File: src/rtl/pc_sequencer_pkg.sv
// Shared CPU definitions for the fetch sequencer: state encoding, reset PC
// default and the sequential-PC helper.
package pc_sequencer_pkg;

  localparam logic [31:0] DEFAULT_RESET_PC = 32'h0000_0000;
  localparam logic [31:0] INSTR_BYTES      = 32'd4;

  typedef enum logic [1:0] {
    ST_IDLE  = 2'd0,
    ST_FETCH = 2'd1,
    ST_HOLD  = 2'd2
  } seq_state_e;

  // Address of the next sequential instruction; wraps naturally at 2^32.
  function automatic logic [31:0] pc_plus4(input logic [31:0] pc);
    return pc + INSTR_BYTES;
  endfunction

endpackage

File: src/rtl/pc_target_calc.sv
// Combinational redirect target: branch (PC+4 + offset*4) or jump (region
// concatenation). A jump takes priority when both are requested.
module pc_target_calc
  import pc_sequencer_pkg::*;
(
  input  logic [31:0] redir_pc,
  input  logic [31:0] br_offset,
  input  logic [25:0] jmp_index,
  input  logic        jmp,
  output logic [31:0] target
);

  logic [31:0] link_pc;
  logic [31:0] br_target;
  logic [31:0] jmp_target;

  assign link_pc    = pc_plus4(redir_pc);
  // The shift drops offset bits 31:30, matching a 30-bit word offset.
  assign br_target  = link_pc + (br_offset << 2);
  assign jmp_target = {link_pc[31:28], jmp_index, 2'b00};
  assign target     = jmp ? jmp_target : br_target;

endmodule

File: src/rtl/pc_sequencer.sv
// Instruction fetch sequencer: issues one fetch at a time, holds the result
// for decode, and handles branch/jump redirects including in-flight discards.
module pc_sequencer
  import pc_sequencer_pkg::*;
#(
  parameter logic [31:0] RESET_PC = DEFAULT_RESET_PC
) (
  input  logic        clk,
  input  logic        rst_n,
  output logic        imem_req,
  output logic [31:0] imem_addr,
  input  logic        imem_ack,
  input  logic [31:0] imem_rdata,
  output logic        instr_valid,
  input  logic        instr_ready,
  output logic [31:0] instr_out,
  output logic [31:0] pc_out,
  input  logic [31:0] redir_pc,
  input  logic        br_taken,
  input  logic [31:0] br_offset,
  input  logic        jmp,
  input  logic [25:0] jmp_index
);

  seq_state_e  state_q, state_d;
  logic [31:0] fetch_pc_q, fetch_pc_d;
  logic [31:0] instr_q, instr_d;
  logic [31:0] pc_q, pc_d;
  logic        discard_q, discard_d;
  logic [31:0] pend_pc_q, pend_pc_d;

  logic        redirect;
  logic [31:0] redir_target;

  assign redirect = jmp | br_taken;

  pc_target_calc u_target (
    .redir_pc  (redir_pc),
    .br_offset (br_offset),
    .jmp_index (jmp_index),
    .jmp       (jmp),
    .target    (redir_target)
  );

  always_comb begin
    // NOTE: every variable gets a default first so no path can infer a latch.
    state_d    = state_q;
    fetch_pc_d = fetch_pc_q;
    instr_d    = instr_q;
    pc_d       = pc_q;
    discard_d  = discard_q;
    pend_pc_d  = pend_pc_q;

    unique case (state_q)
      ST_IDLE: begin
        state_d    = ST_FETCH;
        fetch_pc_d = RESET_PC;
      end

      ST_FETCH: begin
        if (imem_ack) begin
          if (redirect) begin
            fetch_pc_d = redir_target;
            discard_d  = 1'b0;
          end else if (discard_q) begin
            // Stale data from before the redirect; now go to the saved target.
            fetch_pc_d = pend_pc_q;
            discard_d  = 1'b0;
          end else begin
            instr_d = imem_rdata;
            pc_d    = fetch_pc_q;
            state_d = ST_HOLD;
          end
        end else if (redirect) begin
          // Request stays on the bus until acked; a later redirect overwrites.
          discard_d = 1'b1;
          pend_pc_d = redir_target;
        end
      end

      ST_HOLD: begin
        if (redirect) begin
          fetch_pc_d = redir_target;
          state_d    = ST_FETCH;
        end else if (instr_ready) begin
          fetch_pc_d = pc_plus4(pc_q);
          state_d    = ST_FETCH;
        end
      end

      default: state_d = ST_IDLE;
    endcase
  end

  // NOTE: state registers use non-blocking assignments so all flops update together.
  always_ff @(posedge clk or negedge rst_n) begin
    if (!rst_n) begin
      state_q    <= ST_IDLE;
      fetch_pc_q <= RESET_PC;
      instr_q    <= '0;
      pc_q       <= '0;
      discard_q  <= 1'b0;
      pend_pc_q  <= RESET_PC;
    end else begin
      state_q    <= state_d;
      fetch_pc_q <= fetch_pc_d;
      instr_q    <= instr_d;
      pc_q       <= pc_d;
      discard_q  <= discard_d;
      pend_pc_q  <= pend_pc_d;
    end
  end

  assign imem_req    = (state_q == ST_FETCH);
  assign imem_addr   = fetch_pc_q;
  assign instr_valid = (state_q == ST_HOLD);
  assign instr_out   = instr_q;
  assign pc_out      = pc_q;

endmodule

File: config.mk
export PLATFORM = sky130hd
export DESIGN_NAME = pc_sequencer
export DESIGN_NICKNAME = d
export VERILOG_FILES = /design/src/rtl/pc_sequencer_pkg.sv /design/src/rtl/pc_target_calc.sv /design/src/rtl/pc_sequencer.sv
export SDC_FILE = /design/constraint.sdc
export NUM_CORES = 1
export LEC_CHECK = 0
export CORE_MARGIN = 2
export CORE_UTILIZATION = 43
export CTS_CLUSTER_SIZE = 20
export DETAILED_ROUTE_END_ITERATION = 10
export PLACE_DENSITY_LB_ADDON = 0.05
export SYNTH_ARGS = -nofsm -noshare
export SYNTH_HDL_FRONTEND = slang
export SYNTH_HIERARCHICAL = 1
export SYNTH_SLANG_ARGS = --single-unit
export TNS_END_PERCENT = 5
File: constraint.sdc
create_clock -name clk -period 5.35 [get_ports clk]
set_input_delay 1.07 -clock clk [delete_from_list [all_inputs] [get_ports clk]]
set_output_delay 1.07 -clock clk [all_outputs]
set_load 0.005 [all_outputs]
# ---- After elaboration in Yosys (flattened, before gate mapping)
# Index checks and enable logic that the tools add are counted.
dict set report word_totals {
  ff_bits 131
  input_bits 128
  out_inout_bits 98
  word_cells 43
}
dict set report op_classes {
  n_addsub 3
  n_eq_ne 7
  mux 15
  n_bitwise 4
  n_reduce_logical 8
}
# cell n
set ops {}
lappend ops {{$mux W32} 6}
lappend ops {{$pmux W32 S3} 1}
lappend ops {{$add A32 B3 Y32 const B} 2}
lappend ops {{$add A32 B32 Y32} 1}
lappend ops {{$reduce_and A4 Y1} 3}
lappend ops {{$mux W2} 5}
lappend ops {{$ne A3 B1 Y1 const B} 2}
lappend ops {{$pmux W2 S3} 1}
lappend ops {{$ne A2 B2 Y1 const B} 2}
lappend ops {{$not A1 Y1} 3}
lappend ops {{$reduce_and A3 Y1} 1}
lappend ops {{$reduce_bool A3 Y1} 1}
lappend ops {{$eq A2 B1 Y1 const B} 1}
lappend ops {{$eq A2 B2 Y1 const B} 1}
lappend ops {{$logic_not A2 Y1} 1}
lappend ops {{$mux W1} 2}
lappend ops {{$ne A2 B1 Y1 const B} 1}
lappend ops {{$reduce_and A2 Y1} 1}
lappend ops {{$reduce_bool A2 Y1} 1}
lappend ops {{$or A1 B1 Y1} 1}

# ---- Depth between registers and ports, before layout
dict set report logic_depth {
  depth_word 6
  depth_mapped 18
  mapped_depth_nobuf 18
}

# ---- Hierarchy
# The synthesis kept the hierarchy.
# mod instances cells_each area_each_um2 seq_area_each_um2
set modules_own_cells {}
lappend modules_own_cells {pc_sequencer 1 532 6208.5 3278.1}
lappend modules_own_cells {pc_target_calc 1 373 2509.9 0.0}

# ---- Worst setup path after synthesis
# Ideal clock, no wire load.
dict set report synth_path {
  path_type {input to register}
  startpoint {in redir_pc[5]}
  endpoint {reg fetch_pc_q[21], in the netlist imem_addr[21]}
  setup_ns 0.137
  t_arrival_ns 4.277
  setup_slack_ns 0.936
  path_stages 18
  n_path_buf 0
  path_cell_list {nand3_1 -> nor2_1 -> and3_1 -> nand2_1 -> xnor2_1 -> ha_1 -> a21o_1 -> a21o_1 -> a21o_1 -> a211oi_1 -> o31ai_1 -> or2_2 -> xnor2_1 -> o21ai_0 -> o21a_1 -> and4_1 -> a222oi_1 -> o31ai_1}
}
dict set report synth_between {
  elab_chain_cells 6
  word_cells_on_any_way 7
  cone_classes {2 x add/sub; 5 x mux}
}
# item line_no
set synth_rtl {}
lappend synth_rtl {{from (decl)} pc_sequencer.sv:18} ;# input logic [31:0] redir_pc,
lappend synth_rtl {{$add A32 B3 Y32 *} pc_sequencer_pkg.sv:16} ;# return pc + INSTR_BYTES;
lappend synth_rtl {{$add A32 B32 Y32 *} pc_target_calc.sv:19} ;# assign br_target = link_pc + (br_offset << 2);
lappend synth_rtl {{$mux W32 *} pc_target_calc.sv:21} ;# assign target = jmp ? jmp_target : br_target;
lappend synth_rtl {{named net redir_target[21]} pc_sequencer.sv:33} ;# logic [31:0] redir_target;
lappend synth_rtl {{$mux W32} pc_sequencer.sv:62} ;# if (redirect) begin
lappend synth_rtl {{$mux W32} pc_sequencer.sv:61} ;# if (imem_ack) begin
lappend synth_rtl {{$pmux W32 S3 *} pc_sequencer.sv:54} ;# unique case (state_q)
lappend synth_rtl {{to (signal assigned)} pc_sequencer.sv:106} ;# fetch_pc_q <= fetch_pc_d;
lappend synth_rtl {{to (decl)} pc_sequencer.sv:26} ;# logic [31:0] fetch_pc_q, fetch_pc_d;
# The timed path passes the listed nets; every way through them passes the cells marked *. The select of a mux whose other input is x is not followed.
# A chain may end at the register's enable or synchronous reset.

# ---- Final worst setup path
dict set report layout_path {
  startpoint {in redir_pc[5]}
  endpoint {reg fetch_pc_q[31], in the netlist imem_addr[31]}
}
dict set report layout_between {
  elab_chain_cells 6
  word_cells_on_any_way 7
  cone_classes {2 x add/sub; 5 x mux}
}
# item line_no
set layout_rtl {}
lappend layout_rtl {{$add A32 B3 Y32 *} pc_sequencer_pkg.sv:16}
lappend layout_rtl {{$add A32 B32 Y32} pc_target_calc.sv:19}
lappend layout_rtl {{$mux W32 *} pc_target_calc.sv:21}
lappend layout_rtl {{named net redir_target[31]} pc_sequencer.sv:33}
lappend layout_rtl {{$mux W32} pc_sequencer.sv:62}
lappend layout_rtl {{$mux W32} pc_sequencer.sv:61}
lappend layout_rtl {{$pmux W32 S3 *} pc_sequencer.sv:54}
# Marks and branches as above.

==> impl_metrics.json <==
{
  "fillers": 1838,
  "dp_hpwl_um": 18400,
  "synth.distinct_cells": 77,
  "drive_gt1_frac": 0.154,
  "first_pass_iters": 7,
  "num-nets-final": 1309,
  "async_flop_share": 1.00,
  "crit_start": "redir_pc[5]",
  "wl_met1_um": 11400,
  "root_buffer": "clkbuf_16",
  "drt-initial-drc-count": 393,
  "grt_usage": 0.227,
  "crit_fanout": 6,
  "setup_viol": 0,
  "hold_buffers": 0,
  "p_per_area_nw_per_um2": 438,
  "via_per_inst": 5.44,
  "yosysTopAreaCellShare": 0.376,
  "maxCapViolCount": 0,
  "max_freq_mhz": 207,
  "rsz0062_at_grt": "false",
  "dieHeight_um": 146,
  "hp-start": "instr_out[24]",
  "fin_skew_ps": 7.37,
  "ant_nets": 0,
  "routedWlPerCell_um": 16.9,
  "worstHoldPathType": "reg2reg",
  "syn_inst": 905,
  "p_leak_nw": 5.12,
  "initial_core_util": 0.435,
  "cts-resized-gates": 0,
  "final_common_cell": "clkdlybuf4s50_1",
  "worst_pin_slew_ps": 1020,
  "cts_tree": "done",
  "io-pin-count": 226,
  "slew_headroom": 0.315,
  "arrival_ps": 5130,
  "die_area_um2": 21400,
  "clkLatencyLatePin_ps": 410,
  "yosysWarnings": 6,
  "fp.dieW_um": 146,
  "vias": 7743,
  "gp_congestion": 0.851,
  "timing.rr.start": "state_q[0]",
  "cts_setup_buffers": 0,
  "grt_antenna_before_repair": 0,
  "antenna_cells": 0,
  "layout_common_cells": "221 x clkdlybuf4s50_1, 131 x dfrtp_1, 104 x nand2_1, 89 x mux2_2, 57 x o21ai_0",
  "place_inst": 1391,
  "finalNonFillerCells": 1423,
  "fin_setup_tns_ps": 0,
  "criticalPathCategory": "in2reg",
  "synthFlopType": "dfrtp_1",
  "cts.sinks": 131,
  "avgSynthCellArea_um2": 9.63,
  "cts_max_level": 4,
  "outcome": "finished clean",
  "hold_viol": 0,
  "finalWorstPathRequiredPeriod_ps": 4840,
  "syn-num-nets": 1074,
  "grt_pass1_wl_um": 39000,
  "numCtsBuffers": 17,
  "clk_pin_slew_ps": 60,
  "ys_seq_elements": 131,
  "synth_edf_count": 0,
  "cts_buffer_depth": 2,
  "top_layer_used": "met4",
  "area_growth_pct": 37.6,
  "syn-cell-area_um2": 8720,
  "wl_met2_um": 11100,
  "port_buffers": 223,
  "endpoint_kind": "flip-flop",
  "synth-seq-area-share": 0.376,
  "synth_top_area_cell": "dfrtp_1",
  "crit_required_ps": 5650,
  "synthTopCellsByArea": "dfrtp_1 38%, mux2_2 11%, ha_1 5.7%, nand2_1 4.5%, xnor2_1 4.4%",
  "fp-row-count": 52,
  "irDropWorstVdd_v": 0.000339,
  "drc": 0,
  "startpoint_type": "primary input",
  "final_util": 0.599,
  "slew_viol_final": 0,
  "grt_max_degree": 84,
  "gr-total-overflow": 0,
  "drt_wl_total_um": 24100,
  "power_w": 0.00525,
  "period_share": 0.904,
  "fp.coreArea_um2": 20000,
  "grt_pass1_vias": 7458,
  "dr_wl_met3_um": 1330
}
-- cell families (layout without fill, tap and decap cells) --
group / count (synthesis) / count (layout) / synth area share
mux: 103 / 103 / 0.133
compound gates: 220 / 220 / 0.172
buf+inv: 61 / 309 / 0.0281
simple gates: 276 / 276 / 0.158
xor+xnor: 73 / 73 / 0.0733
fa+ha+maj: 41 / 41 / 0.0597
flops: 131 / 131 / 0.376
-- flip-flops by register name, indices dropped and copies added (netlist names) --
register / count
discard_q: 1
imem_addr: 32
instr_out: 32
pc_out: 32
pend_pc_q: 32
state_q: 2
-- cell usage after synthesis, types with 6 or more instances --
cell type / n
nand4_1: 12
a22oi_1: 8
o21ai_0: 57
nor3_1: 17
a21oi_1: 36
clkbuf_1: 27
a21o_1: 22
xor2_1: 29
nand2_1: 104
buf_2: 12
mux2_1: 10
nor2_1: 42
a221oi_1: 9
and2_1: 6
mux2_2: 89
and3_1: 15
nand3_1: 39
a211oi_1: 12
o21bai_1: 6
dfrtp_1: 131
inv_1: 21
ha_1: 40
xnor2_1: 44
a31oi_1: 9
-- final cells by class --
class                   count  area [um2]  share of cell area
inverters                  21        78.8             0.00657
flip-flops and latches    131        3280               0.273
clock buffers              20         467              0.0389
well taps                 270         338              0.0282
clock inverters            12         155              0.0129
multi-input cells         713        5200               0.434
repair buffers            256        2480               0.206
-- path summary, 6_finish.rpt --
path	cells past startpoint	to	slack [ps]
worst min register to register	1	instr_out[24]	490
max in group asynchronous	2	pc_out[5]	3510
min in group asynchronous	1	instr_out[4]	680
worst max register to register	9	imem_addr[16]	2130
worst max-delay path	18	imem_addr[31]	510
worst min-delay path	1	instr_out[24]	490
-- metal layers --
metal | vias to the layer above | GRT usage
met1 | 3689 | 0.324
met3 | 21 | 0.0369
li1 | 3807 | -
met5 | - | 0
met2 | 226 | 0.358
met4 | 0 | 0.0626
-- critical path, cell delays in order --
cell             delay, ps
clkdlybuf4s50_1        530
nand3_1                140
nor2_1                 160
and3_1                 220
buf_4                  140
nand3_1                 90
xnor2_1                140
ha_1                   370
a21oi_1                300
o211ai_1               190
a2111oi_0              410
nand3_1                160
a31oi_1                250
o211ai_1               150
xnor2_1                190
o22ai_1                220
nor2_1                  60
a221o_1                330
-- per-stage QoR --
step           instance area (um2)  setup WS, ps  hold slack [ps]
5_1_grt                      12000           105              517
3_5_place_dp                 11400           113              481
2_1_floorplan                 8720           936              475
3_3_place_gp                 11400           189              473
4_1_cts                      12000           532              498
6_report                     12000           515              495
-- where the power goes --
part | switching, W | leakage [nW] | internal, W
sequential | 0.000352 | 1.68 | 0.00143
clock | 0.000436 | 0.302 | 0.000770
combinational | 0.000999 | 3.14 | 0.00127
total | 0.00179 | 5.12 | 0.00347
Power figures use the tool's default switching activity.
